## config.mk

```make
export PLATFORM = sky130hd
export DESIGN_NAME = uart_tx_fifo_flat
export DESIGN_NICKNAME = d
export VERILOG_FILES = /design/src/rtl/uart_pkg.sv /design/src/rtl/uart_tx_fifo_if.sv /design/src/rtl/uart_fifo_ram.sv /design/src/rtl/uart_tx_fifo.sv /design/src/flat_wrapper.sv
export SDC_FILE = /design/constraint.sdc
export NUM_CORES = 1
export LEC_CHECK = 0
export ABC_AREA = 0
export ABC_CLOCK_PERIOD_IN_PS = 3400
export CORE_AREA = 3 3 102 104
export DETAILED_ROUTE_END_ITERATION = 8
export DIE_AREA = 0 0 105 107
export PLACE_DENSITY = 0.8
export SLEW_MARGIN = 0
export SYNTH_ARGS = -nofsm -noshare
export SYNTH_HDL_FRONTEND = slang
export SYNTH_HIERARCHICAL = 1
export SYNTH_SLANG_ARGS = --single-unit
```

## constraint.sdc

```tcl
create_clock -name clk -period 3.4 [get_ports clk]
set_input_delay 0.68 -clock clk [delete_from_list [all_inputs] [get_ports clk]]
set_output_delay 0.68 -clock clk [all_outputs]
set_load 0.02 [all_outputs]
```

## src/rtl/uart_pkg.sv

```systemverilog
// Shared UART constants: character width, ASCII control codes, default FIFO depth.
// Also holds the feed-state type used when CR/LF expansion is enabled.
package uart_pkg;
    localparam int CHAR_W  = 7;
    localparam int FIFO_AW = 4;

    localparam logic [CHAR_W-1:0] ASCII_LF = 7'h0A;
    localparam logic [CHAR_W-1:0] ASCII_CR = 7'h0D;

    typedef enum logic {
        SEND_CHAR = 1'b0,
        SEND_LF   = 1'b1
    } feed_state_e;
endpackage

```

## src/rtl/uart_tx_fifo_if.sv

```systemverilog
// CPU-side write port, status flags and transmitter load/ready handshake.
// master = producer/transmitter side (testbench or SoC glue), slave = the FIFO.
interface uart_tx_fifo_if
    import uart_pkg::*;
#(
    parameter int AW = FIFO_AW,
    parameter int CW = CHAR_W
);
    logic          wr;
    logic [CW-1:0] din;
    logic          full;
    logic          empty;
    logic [AW:0]   level;
    logic          overflow;
    logic          idle;
    logic          tx_load;
    logic [CW-1:0] tx_data;
    logic          tx_ready;

    modport master (
        output wr, din, tx_ready,
        input  full, empty, level, overflow, idle, tx_load, tx_data
    );

    modport slave (
        input  wr, din, tx_ready,
        output full, empty, level, overflow, idle, tx_load, tx_data
    );
endinterface

```

## src/rtl/uart_fifo_ram.sv

```systemverilog
// DEPTH x CW register array, one synchronous write port, one asynchronous read port.
// Array is not reset; validity is tracked entirely by the pointers in the parent.
module uart_fifo_ram #(
    parameter int AW = 4,
    parameter int CW = 7
) (
    input  logic          clk,
    input  logic          we,
    input  logic [AW-1:0] waddr,
    input  logic [CW-1:0] wdata,
    input  logic [AW-1:0] raddr,
    output logic [CW-1:0] rdata
);
    logic [CW-1:0] mem [2**AW];

    always_ff @(posedge clk) begin
        if (we) begin
            mem[waddr] <= wdata;
        end
    end

    assign rdata = mem[raddr];
endmodule

```

## src/rtl/uart_tx_fifo.sv

```systemverilog
// Character FIFO feeding the UART transmitter; UART_TX_CRLF_EN expands LF into CR,LF.
// Latency: a write at edge N is offered on tx_load in the cycle after N (no bypass).
// Backpressure: full rejects writes (sticky overflow); tx_load only while tx_ready.
module uart_tx_fifo
    import uart_pkg::*;
#(
    parameter int AW = FIFO_AW,
    parameter int CW = CHAR_W
) (
    input  logic clk,
    input  logic rst_n,
    uart_tx_fifo_if.slave bus
);
    localparam logic [AW:0] DEPTH = (AW+1)'(1 << AW);

    logic [AW:0]   wr_ptr;
    logic [AW:0]   rd_ptr;
    logic [AW:0]   fill;
    logic          push;
    logic          pop;
    logic [CW-1:0] head;

    // Extra wrap bit lets the plain difference distinguish full from empty.
    assign fill      = wr_ptr - rd_ptr;
    assign bus.level = fill;
    assign bus.full  = (fill == DEPTH);
    assign bus.empty = (wr_ptr == rd_ptr);

    assign push        = bus.wr & ~bus.full;
    assign bus.tx_load = bus.tx_ready & ~bus.empty;

    always_ff @(posedge clk or negedge rst_n) begin
        if (!rst_n) begin
            wr_ptr       <= '0;
            rd_ptr       <= '0;
            bus.overflow <= 1'b0;
        end else begin
            if (push) begin
                wr_ptr <= wr_ptr + 1'b1;
            end
            if (pop) begin
                rd_ptr <= rd_ptr + 1'b1;
            end
            if (bus.wr & bus.full) begin
                bus.overflow <= 1'b1;
            end
        end
    end

    uart_fifo_ram #(
        .AW (AW),
        .CW (CW)
    ) u_ram (
        .clk   (clk),
        .we    (push),
        .waddr (wr_ptr[AW-1:0]),
        .wdata (bus.din),
        .raddr (rd_ptr[AW-1:0]),
        .rdata (head)
    );

`ifdef UART_TX_CRLF_EN
    feed_state_e   state;
    feed_state_e   state_nxt;
    logic [CW-1:0] feed_dat;

    always_ff @(posedge clk or negedge rst_n) begin
        if (!rst_n) begin
            state <= SEND_CHAR;
        end else begin
            state <= state_nxt;
        end
    end

    // An LF at the head is sent twice: first as CR without popping, then as itself.
    always_comb begin
        state_nxt = state;
        feed_dat  = head;
        pop       = bus.tx_load;
        case (state)
            SEND_CHAR: begin
                if (head == CW'(ASCII_LF)) begin
                    feed_dat = CW'(ASCII_CR);
                    pop      = 1'b0;
                    if (bus.tx_load) begin
                        state_nxt = SEND_LF;
                    end
                end
            end
            SEND_LF: begin
                if (bus.tx_load) begin
                    state_nxt = SEND_CHAR;
                end
            end
            default: state_nxt = SEND_CHAR;
        endcase
    end

    assign bus.tx_data = feed_dat;
    assign bus.idle    = bus.empty & bus.tx_ready & (state == SEND_CHAR);
`else
    assign pop         = bus.tx_load;
    assign bus.tx_data = head;
    assign bus.idle    = bus.empty & bus.tx_ready;
`endif
endmodule
```

## src/flat_wrapper.sv

```systemverilog
// flat-port wrapper written by rule: the top's interface ports become plain ports
module uart_tx_fifo_flat import uart_pkg::*;
#(
    parameter int AW = FIFO_AW,
    parameter int CW = CHAR_W
)
  (clk, rst_n, bus_wr, bus_din, bus_tx_ready, bus_full, bus_empty, bus_level, bus_overflow, bus_idle, bus_tx_load, bus_tx_data);
  uart_tx_fifo_if #(.AW(AW), .CW(CW)) bus_i ();
  input  logic clk;
  input  logic rst_n;
  input wire logic [$bits(bus_i.wr)-1:0] bus_wr;
  input wire logic [$bits(bus_i.din)-1:0] bus_din;
  input wire logic [$bits(bus_i.tx_ready)-1:0] bus_tx_ready;
  output wire logic [$bits(bus_i.full)-1:0] bus_full;
  output wire logic [$bits(bus_i.empty)-1:0] bus_empty;
  output wire logic [$bits(bus_i.level)-1:0] bus_level;
  output wire logic [$bits(bus_i.overflow)-1:0] bus_overflow;
  output wire logic [$bits(bus_i.idle)-1:0] bus_idle;
  output wire logic [$bits(bus_i.tx_load)-1:0] bus_tx_load;
  output wire logic [$bits(bus_i.tx_data)-1:0] bus_tx_data;
  assign bus_i.wr = bus_wr;
  assign bus_i.din = bus_din;
  assign bus_i.tx_ready = bus_tx_ready;
  assign bus_full = bus_i.full;
  assign bus_empty = bus_i.empty;
  assign bus_level = bus_i.level;
  assign bus_overflow = bus_i.overflow;
  assign bus_idle = bus_i.idle;
  assign bus_tx_load = bus_i.tx_load;
  assign bus_tx_data = bus_i.tx_data;
  uart_tx_fifo #(.AW(AW), .CW(CW)) u_core (.clk(clk), .rst_n(rst_n), .bus(bus_i));
endmodule
```

# Word-level counts from Yosys, hierarchy flattened
# Memory sizes are Yosys's and may differ from the RTL's.
# Index checks and enable logic that the tools add are counted.
dict set report op_classes {
  n_addsub 3
  n_eq_ne 2
  mux 2
  n_bitwise 6
}
# operator n
set ops {}
lappend ops {{$add A5 B1 Y5 const B} 2}
lappend ops {{$eq A5 B5 Y1} 1}
lappend ops {{$eq A5 B5 Y1 const B} 1}
lappend ops {{$sub A5 B5 Y5} 1}
lappend ops {{$and A1 B1 Y1} 4}
lappend ops {{$mux W1} 2}
lappend ops {{$not A1 Y1} 2}
dict set report totals {
  reg_bits 11
  ramBits 112
  inputBits 11
  out_inout_bits 17
  word_cells 17
  n_memories 1
}
# name depth width read_ports rd_clocked_by_memory_dff write_ports line_no
set memory_table {}
lappend memory_table {u_core.u_ram.mem 16 7 1 0 1 uart_fifo_ram.sv:14} ;# logic [CW-1:0] mem [2**AW];

# Longest topological paths before layout
# Gate-level depths: netlist (run 1).
dict set report depth {
  ltp_word 6
  ltp_mapped 11
}

# Hierarchy
# Netlist (run 1), hierarchy kept.
# mod instances cells_per_inst area_per_inst_um2
set by_module_without_submodules {}
lappend by_module_without_submodules {uart_fifo_ram 1 196 4390.5}
lappend by_module_without_submodules {uart_tx_fifo 1 66 699.4}

# Worst setup path before layout (run 1)
# Ideal clock, no wire load.
dict set report synth_path {
  path_type {register to register}
  start {register u_core.wr_ptr[0]}
  end {memory u_core.u_ram.mem[0][0] (enable)}
  setup_time_ns 0.380
  arrival_time_ns 3.140
  required_time_ns 3.020
  setup_slack_ns -0.120
  path_stages_with_launch 12
  path_cell_list {dfrtp_1 -> inv_1 -> ha_1 -> inv_1 -> fa_1 -> xor2_1 -> or3_1 -> a2111oi_4 -> nand2b_4 -> inv_1 -> or3b_2 -> nor3_1}
}
dict set report synth_between {
  elab_chain_len 6
}
# element line_no
set synth_rtl {}
lappend synth_rtl {{start: declaration} uart_tx_fifo.sv:16} ;# logic [AW:0] wr_ptr;
lappend synth_rtl {{start signal: assignment} uart_tx_fifo.sv:39} ;# wr_ptr <= wr_ptr + 1'b1;
lappend synth_rtl {{$sub A5 B5 Y5} uart_tx_fifo.sv:24} ;# assign fill = wr_ptr - rd_ptr;
lappend synth_rtl {{via bus_level[2]} flat_wrapper.sv:16} ;# output wire logic [$bits(bus_i.level)-1:0] bus_level;
lappend synth_rtl {{$eq A5 B5 Y1} uart_tx_fifo.sv:26} ;# assign bus.full = (fill == DEPTH);
lappend synth_rtl {{via bus_full} flat_wrapper.sv:14} ;# output wire logic [$bits(bus_i.full)-1:0] bus_full;
lappend synth_rtl {{$not A1 Y1} uart_tx_fifo.sv:29} ;# assign push = bus.wr & ~bus.full;
lappend synth_rtl {{$and A1 B1 Y1} uart_tx_fifo.sv:29}
lappend synth_rtl {{via u_core.push} uart_tx_fifo.sv:19} ;# logic push;
lappend synth_rtl {{$mux W1} uart_fifo_ram.sv:17} ;# if (we) begin
lappend synth_rtl {{$mux W1 (not written as such)} uart_fifo_ram.sv:18} ;# mem[waddr] <= wdata;
lappend synth_rtl {{end: declaration} uart_fifo_ram.sv:14}
# The timed path passes the listed nets, and every way through them passes these cells.

# Final worst setup path (run 1)
dict set report layout_path {
  start {register u_core.rd_ptr[2]}
  end {output bus_tx_data[5]}
}
dict set report layout_between {
  elab_chain_len 1
}
# element line_no
set layout_rtl {}
lappend layout_rtl {{start: declaration} uart_tx_fifo.sv:17} ;# logic [AW:0] rd_ptr;
lappend layout_rtl {{start signal: assignment} uart_tx_fifo.sv:42} ;# rd_ptr <= rd_ptr + 1'b1;
lappend layout_rtl {{$mem_v2 Z16 W7} --}
lappend layout_rtl {{end: declaration} flat_wrapper.sv:20} ;# output wire logic [$bits(bus_i.tx_data)-1:0] bus_tx_data;
# No other way between the ends.

==> results of run 1 <==
[sequential cells by signal (all words and copies together) (netlist names)]
name	cells
u_core/wr_ptr	5
u_core/rd_ptr	5
u_core/u_ram/mem	112
u_core/bus.overflow	1
[through the flow]
step	setup WS (ns)	cells	area (um^2)	total power [mW]	utilization, %
2_1_floorplan	0.0794	262	5090	3.49	-
3_3_place_gp	0.149	432	5600	4.20	58.1
3_5_place_dp	0.0978	432	5600	4.26	58.1
4_1_cts	0.00984	464	6180	5.97	64.2
5_1_grt	0.00384	464	6220	6.25	64.6
6_report	0.0712	464	6220	5.97	64.6
[logic make-up (layout without fill, tap and decap cells)]
group	after synthesis	count (layout)
multiplexers	29	29
AND/OR/NAND/NOR	56	56
flip-flops	123	123
buffers and inverters	16	85
adder cells (fa/ha/maj)	7	7
AO/OA/AOI/OAI	21	21
XOR/XNOR	10	10
[worst paths after layout]
kind / from / to / slack [ns] / cells after the start
min in group asynchronous: rst_n / u_core/bus.overflow / 0.51 / 1
max in group asynchronous: rst_n / u_core/rd_ptr[0] / 2.50 / 1
setup / recovery: u_core/rd_ptr[2] / bus_tx_data[5] / 0.07 / 5
setup reg to reg: u_core/rd_ptr[0] / u_core/u_ram/mem[0][5] / 0.19 / 10
hold / removal: u_core/bus.overflow / u_core/bus.overflow / 0.46 / 1
hold reg to reg: u_core/bus.overflow / u_core/bus.overflow / 0.46 / 1
[cell type report]
class	instances	area, um^2
Timing Repair Buffer	47	465
Tap cell	133	166
Fill cell	662	3410
Clock inverter	14	125
Clock buffer	17	414
Multi-Input combinational cell	123	1390
Inverter	7	26.3
Sequential cell	123	3640
[repair_timing]
action                                 in CTS  in global routing
setup endpoints to repair                   9                 21
resized for setup                          10                  9
endpoints found under the hold margin       0                  0
gates cloned                                1                  0
pin swaps                                   1                  1
[where the power goes]
group | internal, mW | switching, mW | total (mW)
logic | 1.13 | 1.25 | 2.37
clock network | 0.962 | 0.645 | 1.61
registers | 1.87 | 0.114 | 1.99
[routing by layer]
metal	vias up	part of all wire [%]	global-route usage (%)
li1	1184	-	-
met1	1382	40	24.9
met2	117	51	32.6
met3	13	6.7	6.20
met4	0	1.4	7.12
met5	-	0	0
[synth_stat cells]
cell       instances
nor2_1            17
or3b_2             1
xor2_1             6
and3b_1            1
or3_1              1
a22oi_1           14
nor2b_1            3
buf_8              1
nor3_1             5
nand3_1            2
dfrtp_1           11
o21ai_0            2
a21o_2             2
clkbuf_1           3
a2111oi_4          1
and2_1             2
nand2_1           12
mux4_2            11
mux2_4             1
nand2b_4           1
a21oi_1            2
inv_1              7
buf_6              1
nand2b_1           2
nand3b_1           2
edfxtp_1         112
buf_2              3
nand4_1            4
ha_1               6
mux4_1            17
or3_4              1
and2_2             1
and3_1             1
buf_12             1
fa_1               1
xnor2_1            4
==> key figures, run 1 <==
Status
  – Outcome: finished clean

Routing
  – Drt drc: 0
  – Via count: 2696
  – Pre-Repair DR Iteration Count: 5
  – WL per Instance: 22.2 um
  – Starting DRT DRC Count: 220
  – Routed Antenna Nets: 0
  – Final wirelength: 10.3 mm
  – Via density: 5.81

Worst setup path
  – Setup crit start kind: register
  – CP Cell Sequence: buf_4, nor2_1, a22oi_1, nand2_1, clkdlybuf4s50_1
  – Worst Setup End Kind: output port
  – Critical-path top delay cell: nor2_1
  – Worst path max stage delay: 0.63 ns
  – CP Class: reg2out
  – Arrival time at the worst endpoint: 2.65 ns
  – Delay-heaviest family, CP: buffers and inverters
  – Largest fanout on the critical path: 7
  – Crit path buffers/inverters: 2
  – WP data required: 2.72 ns

Final layout
  – Final #Nets: about 340
  – Ant diodes: 0
  – Share of cells above drive strength 1: 23.3%
  – Syn-to-layout area delta: 22.3%
  – Most frequent cells in the layout: edfxtp_1 (112), clkdlybuf4s50_1 (22), buf_4 (19), mux4_1 (17)
  – Most common cell after layout, fill and taps aside: edfxtp_1

Power and ir drop
  – PwrDens: 959 nW/um^2
  – Peak VDD IR: 1440 uV
  – Pleak: around 2.2 nW

CTS
  – CTS root buffer: clkbuf_8
  – CTS tree: built
  – Clk buf depth: 2
  – Clock sinks: 123
  – Hold-fix buffers, CTS: 0
  – Clock latency on the worst-skew pair: 0.52 ns
  – Post-CTS Setup Bufs: 0
  – Reg clk slew, reported paths: around 0.06 ns
  – Max H-tree Level: 4
  – CTS Buf Count: 17

Timing
  – Final hold violation count: 0
  – Slew HR: 44.4%
  – Hold WS: 0.462 ns
  – Max Freq: 300 MHz
  – Min Tclk post-route: approximately 3.3 ns
  – Fin crit share: 97.9%
  – Fin. max-slew vios: 0
  – Setup Skew: 0.00712 ns
  – RSZ-0062 raised after global routing: no
  – # setup viols final: 0
  – Slew at the pin closest to its max-slew limit: 0.832 ns
  – Total negative slack: 0 ns

Floorplan
  – Die W: 105 um
  – Die Height: about 110 um
  – I/O pins: 28
  – Core region area: 9640 um^2
  – Die area: 11200 um^2
  – Rows: 36
  – Starting Density: between 50% and 60%

Global routing
  – First-pass GRT wire length: 15.9 mm
  – Initial antenna violation count: 0
  – GRT Total Usage: between 15 and 20%
  – Pin count of the biggest net entering global routing: 31
  – GR Overflow Total: 0
  – Number of global-route vias before repair: 2804

Synthesis
  – Cell Area, Synth: ~5100 um^2
  – Top post-synthesis cells by area: edfxtp_1 (66%), mux4_1 (8.8%), dfrtp_1 (5.4%)
  – Simple-Gate Fraction of Synth Area: under 10%
  – Synth Area in Adders: 1.87%
  – Post-synthesis compound-gate area fraction: 3.34%
  – Syn Inst Count: roughly 260
  – XOR/XNOR Fraction of Synth Area: ~1.7%
  – Yosys warns: 6
  – #FFs+latches synth: approximately 120
  – Yosys top cell by area: edfxtp_1
  – Synth unique cells: 36
  – Syn nets: 280
  – Post-Syn Area per Cell: 19.4 um^2
  – Mux cell area share after synthesis: 13.9%
  – Synth top area share: around two thirds
  – Sequential element share of the synthesized area: a little under three quarters
  – Largest family of logic cells by synthesized area: multiplexers

Run
  – Max-cap violations: 0

Place
  – Hpwl dp: 6.02 mm
  – Port bufs: 27
  – GP Congestion: 0.801

Hold path
  – Hold crit path type: reg2reg
No activity file was read; power rests on OpenSTA's default activity.
==> inputs of run 2 (changes only) <==
CORE_AREA = 2 2 99 101   (was 3 3 102 104)
CTS_BUF_LIST = sky130_fd_sc_hd__clkbuf_8   (was default)
DIE_AREA = 0 0 101 103   (was 0 0 105 107)
PLACE_DENSITY = 0.83   (was 0.8)
==> run 2 against run 1 <==
  * Core utilization shrank 1.2 points
  * Register-to-register slack is essentially flat
  * Via count decreased by 3.5%
  * Sequential share of layout area up 2.2 points
  * Cell area down 3.7%
  * Wire length decreased by 10%
  * Clock skew is 0.0010 ns higher
  * Hold slack better by 0.0088 ns
  * Sequential cell count unchanged
  * First-iteration DRC count down 31%
==> key figures, run 2 (same netlist as run 1, synthesis figures left out) <==
Status
  – Outcome: finished clean

Place
  – GP Congestion: 0.828 (+3.5%)
  – Port bufs: 27 (unchanged)
  – Hpwl dp: 5.81 mm (-3.5%)
  – Pre-CTS setup slack: 0.0389 ns (-0.0589 ns)
  – Placed cell areas: 5560 um^2 (-0.69%)
  – Cell count after placement: 411 (-4.9%)

Timing
  – Min setup slack post-route: 0.102 ns (+0.0306 ns)
  – Fin. max-slew vios: 0 (unchanged)
  – Slew at the pin closest to its max-slew limit: 0.716 ns (-0.116 ns)
  – Max Freq: 303 MHz (+0.93%)
  – Fin crit share: 97.0% (-0.90 points)
  – Final hold violation count: 0 (unchanged)
  – Setup Skew: 0.00813 ns (+0.00101 ns)
  – # setup viols final: 0 (unchanged)
  – Hold WS: 0.471 ns (+0.00884 ns)
  – Slew HR: 52.2% (+7.7 points)
  – Min Tclk post-route: 3.30 ns (-0.0306 ns)

Final layout
  – Final #Nets: 334 (-0.89%)
  – Largest registers: u_core/u_ram/mem: 112 flops, u_core/rd_ptr: 5 flops, u_core/wr_ptr: 5 flops
  – Post-layout util: 63.4% (-1.2 points)
  – Final Cell Area: 5990 um^2 (-3.7%)
  – Syn-to-layout area delta: 17.7%
  – Most frequent cells in the layout: edfxtp_1 (112), clkdlybuf4s50_1 (26)
  – Most common cell after layout, fill and taps aside: edfxtp_1
  – Ant diodes: 0 (unchanged)
  – Share of cells above drive strength 1: 21.6% (-1.7 points)
  – Flip-flop count of the largest register after layout: 112 (unchanged)
  – Fillers: 639 (-3.5%)
  – Top reg by flops: u_core/u_ram/mem
  – Post-Layout Cell Count: 443 (-4.5%)

Power and ir drop
  – Reg power frac: 35.7% (+2.4 points)
  – Peak VDD IR: 1130 uV (-21%)
  – Psw: 1.88 mW (-6.6%)
  – Clock share of power: 23.3% (-3.6 points)
  – PwrDens: 923 nW/um^2 (-3.7%)
  – P_int: 3.66 mW (-7.7%)
  – Combinational group share of total power: 41.1% (+1.3 points)
  – Pleak: 2.08 nW (-5.6%)
  – Sw Share: 33.9% (+0.27 points)

Floorplan
  – Die W: 101 um (-3.8%)
  – I/O pins: 28 (unchanged)
  – Die Height: 103 um (-3.7%)
  – Core region area: 9460 um^2 (-1.9%)
  – Rows: 36 (unchanged)
  – Die area: 10400 um^2 (-7.4%)
  – Starting Density: 53.8% (+1.0 points)

Global routing
  – GRT Total Usage: 19.4% (-0.34 points)
  – First-pass GRT wire length: 14.2 mm (-11%)
  – GR Overflow Total: 0 (unchanged)
  – Initial antenna violation count: 0 (unchanged)
  – Number of global-route vias before repair: 2571 (-8.3%)
  – Pin count of the biggest net entering global routing: 32 (+3.2%)

Worst setup path
  – Worst Setup EP: bus_tx_data[3]
  – Largest fanout on the critical path: 31 (+24)
  – Setup crit start kind: register
  – Worst r2r path cells: 11 (+1)
  – Arrival time at the worst endpoint: 2.62 ns (-0.03 ns)
  – Reg2Reg Setup Slack: 0.20 ns (about the same)
  – Worst Setup End Kind: output port
  – Critical R2R Capture: u_core/u_ram/mem[1][0]
  – WP data required: 2.72 ns (about the same)
  – CP Class: reg2out
  – Crit path from: u_core/rd_ptr[0]
  – R2r startpoint: u_core/wr_ptr[0]

CTS
  – Hold-fix buffers, CTS: 0 (unchanged)
  – CTS tree: built
  – Max H-tree Level: 4 (unchanged)
  – Post-CTS Setup Bufs: 0 (unchanged)
  – Clock sinks: 123 (unchanged)
  – CTS root buffer: clkbuf_8
  – CTS Buf Count: 17 (unchanged)
  – Reg clk slew, reported paths: 0.07 ns (about the same)
  – Clk buf depth: 2 (unchanged)
  – Clock latency on the worst-skew pair: 0.42 ns (-0.10 ns)

Routing
  – WL per Instance: 20.8 um (-6.2%)
  – Starting DRT DRC Count: 151 (-31%)
  – Routed Antenna Nets: 0 (unchanged)
  – Pre-Repair DR Iteration Count: 4 (-1)
  – Drt drc: 0 (unchanged)
  – Final wirelength: 9.21 mm (-10%)
  – Via density: 5.87 (+1.0%)
  – Via count: 2601 (-3.5%)

Run
  – Max-cap violations: 0 (unchanged)

Hold path
  – Hold crit path type: reg2reg
==> run 2: cell count changes in the layout (fill, tap and decap cells not counted), sizes merged <==
cell           change
buf                -2
bufbuf             -1
bufinv             +2
clkdlybuf4s50      +4
clkinvlp           -2
dlymetal6s2s       -4
inv                +1
==> run 2: final cells by class <==
type | count | area (um^2) | area share (%)
clock buffer | 17 | 234 | 3.90
clock inverter | 15 | 174 | 2.90
inverter | 7 | 26.3 | 0.438
sequential | 123 | 3640 | 60.7
multi-input combinational | 123 | 1370 | 22.9
timing repair buffer | 44 | 408 | 6.81
tap | 114 | 143 | 2.38
==> run 2: worst max-delay path, cell delays in order (launching register included) <==
cell and delay [ns]:
dfrtp_1 0.40, buf_12 0.25, mux4_1 0.59, a22oi_1 0.33, nand2_1 0.09, clkdlybuf4s50_1 0.54
==> run 2: repair_timing <==
item	CTS	global route
gates resized for setup	6	6
pin swaps	0	1
endpoints found under the setup margin	8	47
==> run 2: metal layers <==
| layer | global-route usage [%] | part of all wire (%) | up-vias |
|---|---|---|---|
| met5 | 0 | 0 | - |
| li1 | - | - | 1176 |
| met4 | 9.67 | 2.0 | 0 |
| met3 | 4.61 | 7.0 | 15 |
| met1 | 25.9 | 41 | 1311 |
| met2 | 30.4 | 50 | 99 |
==> run 2: worst min-delay path by stage <==
stage	startpoint	to	cells past startpoint
6_report	u_core/bus.overflow	u_core/bus.overflow	1
5_1_grt	u_core/bus.overflow	u_core/bus.overflow	1
4_1_cts	u_core/bus.overflow	u_core/bus.overflow	1
3_5_place_dp	u_core/bus.overflow	u_core/bus.overflow	1
3_3_place_gp	u_core/bus.overflow	u_core/bus.overflow	1
2_1_floorplan	rst_n	u_core/bus.overflow	0
==> run 2: power by group through the flow <==
stage | clock network (mW) | registers (mW) | logic, mW
2_1_floorplan | 0 | 2.01 | 1.47
3_3_place_gp | 0 | 1.99 | 2.19
3_5_place_dp | 0 | 2.00 | 2.25
4_1_cts | 1.32 | 1.97 | 2.27
5_1_grt | 1.37 | 1.99 | 2.45
6_report | 1.29 | 1.97 | 2.27
==> run 2: metrics by stage <==
stage / power (mW) / setup TNS (ns)
3_3_place_gp: 4.18 / 0
3_5_place_dp: 4.25 / 0
5_1_grt: 5.82 / -0.0147
2_1_floorplan: 3.49 / 0
6_report: 5.53 / 0
4_1_cts: 5.56 / 0
==> inputs of run 3 (changes only) <==
CORE_AREA = 3 3 100 102   (was 2 2 99 101)
DIE_AREA = 0 0 103 105   (was 0 0 101 103)
==> run 3 against run 2 <==
  * Via count rose by 3.3%
  * Clock skew is 0.0017 ns lower
  * Register-to-register slack gained 0.02 ns
  * Cell area shrank 0.56%
  * Combinational power increased by 4%
  * Core utilization rose by 1.4 points
  * First-iteration DRC count up 27%
  * Non-clock buffer count down 5
  * Clock power is 5% lower
  * Die area up 4.0%
  * Sequential cell count unchanged
  * Largest cell class unchanged
==> key figures, run 3 (same netlist as run 1, synthesis figures left out) <==
Status
  – Outcome: finished clean

Routing
  – Pre-Repair DR Iteration Count: 6 (+2)
  – Via count: 2688 (+3.3%)
  – Starting DRT DRC Count: 192 (+27%)
  – Routed Antenna Nets: 0 (unchanged)
  – Drt drc: 0 (unchanged)
  – WL per Instance: 22.7 um (+9.0%)
  – Via density: 6.18 (+5.2%)
  – Final wirelength: 9.86 mm (+7.0%)

Timing
  – Max Freq: 303 MHz (about the same)
  – Slew at the pin closest to its max-slew limit: 0.724 ns (+0.00831 ns)
  – Final hold violation count: 0 (unchanged)
  – Fin. max-slew vios: 0 (unchanged)
  – Total negative slack: 0 ns (unchanged)
  – # setup viols final: 0 (unchanged)
  – Fin crit share: 97.0% (about the same)
  – Slew HR: 51.5% (-0.63 points)
  – Setup Skew: 0.00648 ns (-0.00166 ns)
  – RSZ-0062 raised after global routing: no
  – Min Tclk post-route: 3.30 ns (-0.00155 ns)

Worst setup path
  – Largest fanout on the critical path: 8 (-74%)
  – WP data required: 2.72 ns (about the same)
  – Worst Setup End Kind: output port
  – Setup crit start kind: register
  – Arrival time at the worst endpoint: 2.62 ns (about the same)
  – CP Class: reg2out

Run
  – Max-cap violations: 0 (unchanged)

CTS
  – Clock latency on the worst-skew pair: 0.41 ns (about the same)
  – CTS root buffer: clkbuf_8
  – Reg clk slew, reported paths: 0.07 ns (about the same)
  – CTS Buf Count: 17 (unchanged)
  – Post-CTS Setup Bufs: 0 (unchanged)
  – Max H-tree Level: 4 (unchanged)
  – CTS tree: built
  – Clk buf depth: 2 (unchanged)
  – Hold-fix buffers, CTS: 0 (unchanged)
  – Clock sinks: 123 (unchanged)

Final layout
  – Most common cell after layout, fill and taps aside: edfxtp_1
  – Most frequent cells in the layout: edfxtp_1 (112), clkdlybuf4s50_1 (26), clkbuf_8 (17), mux4_1 (17)
  – Ant diodes: 0 (unchanged)
  – Flip-flop count of the largest register after layout: 112 (unchanged)
  – Final #Nets: 329 (-1.5%)
  – Largest registers: u_core/u_ram/mem: 112 flops, u_core/rd_ptr: 5 flops, u_core/wr_ptr: 5 flops
  – Share of cells above drive strength 1: 21.6% (+0.024 points)
  – Syn-to-layout area delta: 17.1%
  – Post-layout util: 64.8% (+1.4 points)
  – Top reg by flops: u_core/u_ram/mem

Power and ir drop
  – Peak VDD IR: 462 uV (-59%)
  – Pleak: 2.06 nW (-1.0%)
  – PwrDens: 930 nW/um^2 (+0.82%)

Global routing
  – Pin count of the biggest net entering global routing: 32 (unchanged)
  – GRT Total Usage: 19.4% (-0.022 points)
  – Initial antenna violation count: 0 (unchanged)
  – First-pass GRT wire length: 15.0 mm (+5.7%)
  – GR Overflow Total: 0 (unchanged)
  – Number of global-route vias before repair: 2679 (+4.2%)

Floorplan
  – I/O pins: 28 (unchanged)
  – Core region area: 9200 um^2 (-2.8%)
  – Starting Density: 55.3% (+1.5 points)
  – Die W: 103 um (+2.0%)
  – Rows: 35 (-2.8%)
  – Die Height: 105 um (+1.9%)
  – Die area: 10800 um^2 (+4.0%)

Place
  – Hpwl dp: 6.08 mm (+4.7%)
  – Port bufs: 27 (unchanged)
  – GP Congestion: 0.820 (-0.97%)

Hold path
  – Hold crit path type: reg2reg
run 3: cell types whose count changed in the layout (fill, tap and decap cells not counted), moves of 2 or more:
| cell | delta |
|---|---|
| nor2_1 | -3 |
| clkinvlp_4 | -2 |
| nor2_2 | +3 |
| buf_4 | -6 |
run 3: through the flow:
step                setup slack (ns)  hold slack [ns]  power, mW  cell area [um^2]  instances
floorplan                     0.0794            0.384       3.49              5090        262
global placement               0.147            0.446       4.20              5510        402
detailed placement            0.0474            0.450       4.27              5510        402
CTS                           0.0107            0.466       5.50              5910        434
global route                  0.0200            0.479       5.82              5960        435
finish                         0.103            0.460       5.54              5960        435
run 3: cell type report:
| type | count | area [um^2] |
|---|---|---|
| clock buffers | 17 | 234 |
| clock inverters | 15 | 150 |
| fillers | 609 | 3240 |
| inverters | 7 | 26.3 |
| multi-input cells | 123 | 1380 |
| flip-flops and latches | 123 | 3640 |
| well taps | 111 | 139 |
| repair buffers | 39 | 388 |
run 3: where the power goes:
group	internal (mW)	leakage, nW	switching, mW	total, mW
registers	1.87	1.14	0.101	1.97
clock network	0.651	0.197	0.565	1.22
logic	1.08	0.723	1.28	2.36
run 3: per-layer routing:
| layer | global-route usage [%] | routed length, um | up-vias |
|---|---|---|---|
| li1 | - | - | 1175 |
| met1 | 26.1 | 3960 | 1374 |
| met3 | 4.74 | 682 | 16 |
| met2 | 31.1 | 5090 | 123 |
| met5 | 0 | 0 | - |
| met4 | 6.20 | 125 | 0 |
run 3: final timing paths:
kind                                           from                     end  slack [ns]  cells past startpoint
min in group asynchronous                     rst_n        u_core/rd_ptr[1]        0.61                      1
worst max register to register     u_core/wr_ptr[2]  u_core/u_ram/mem[0][4]        0.22                      8
max in group asynchronous                     rst_n        u_core/rd_ptr[0]        2.42                      1
worst min register to register  u_core/bus.overflow     u_core/bus.overflow        0.46                      1
worst min-delay path            u_core/bus.overflow     u_core/bus.overflow        0.46                      1
worst max-delay path               u_core/wr_ptr[2]            bus_level[3]        0.10                      5
run 3: worst max-delay path, cell delays in order, from the launching register on:
cell and delay, ns:
dfrtp_1 0.47, ha_1 0.41, and3b_1 0.21, or3_4 0.39
and2_2 0.20, clkdlybuf4s50_1 0.53
run 3: timing repair:
| action | in CTS | in global routing |
|---|---|---|
| pin swaps | 0 | 1 |
| gates cloned | 0 | 1 |
| endpoints found under the setup margin | 8 | 53 |
| endpoints found under the hold margin | 0 | 0 |
| gates resized for setup | 7 | 10 |
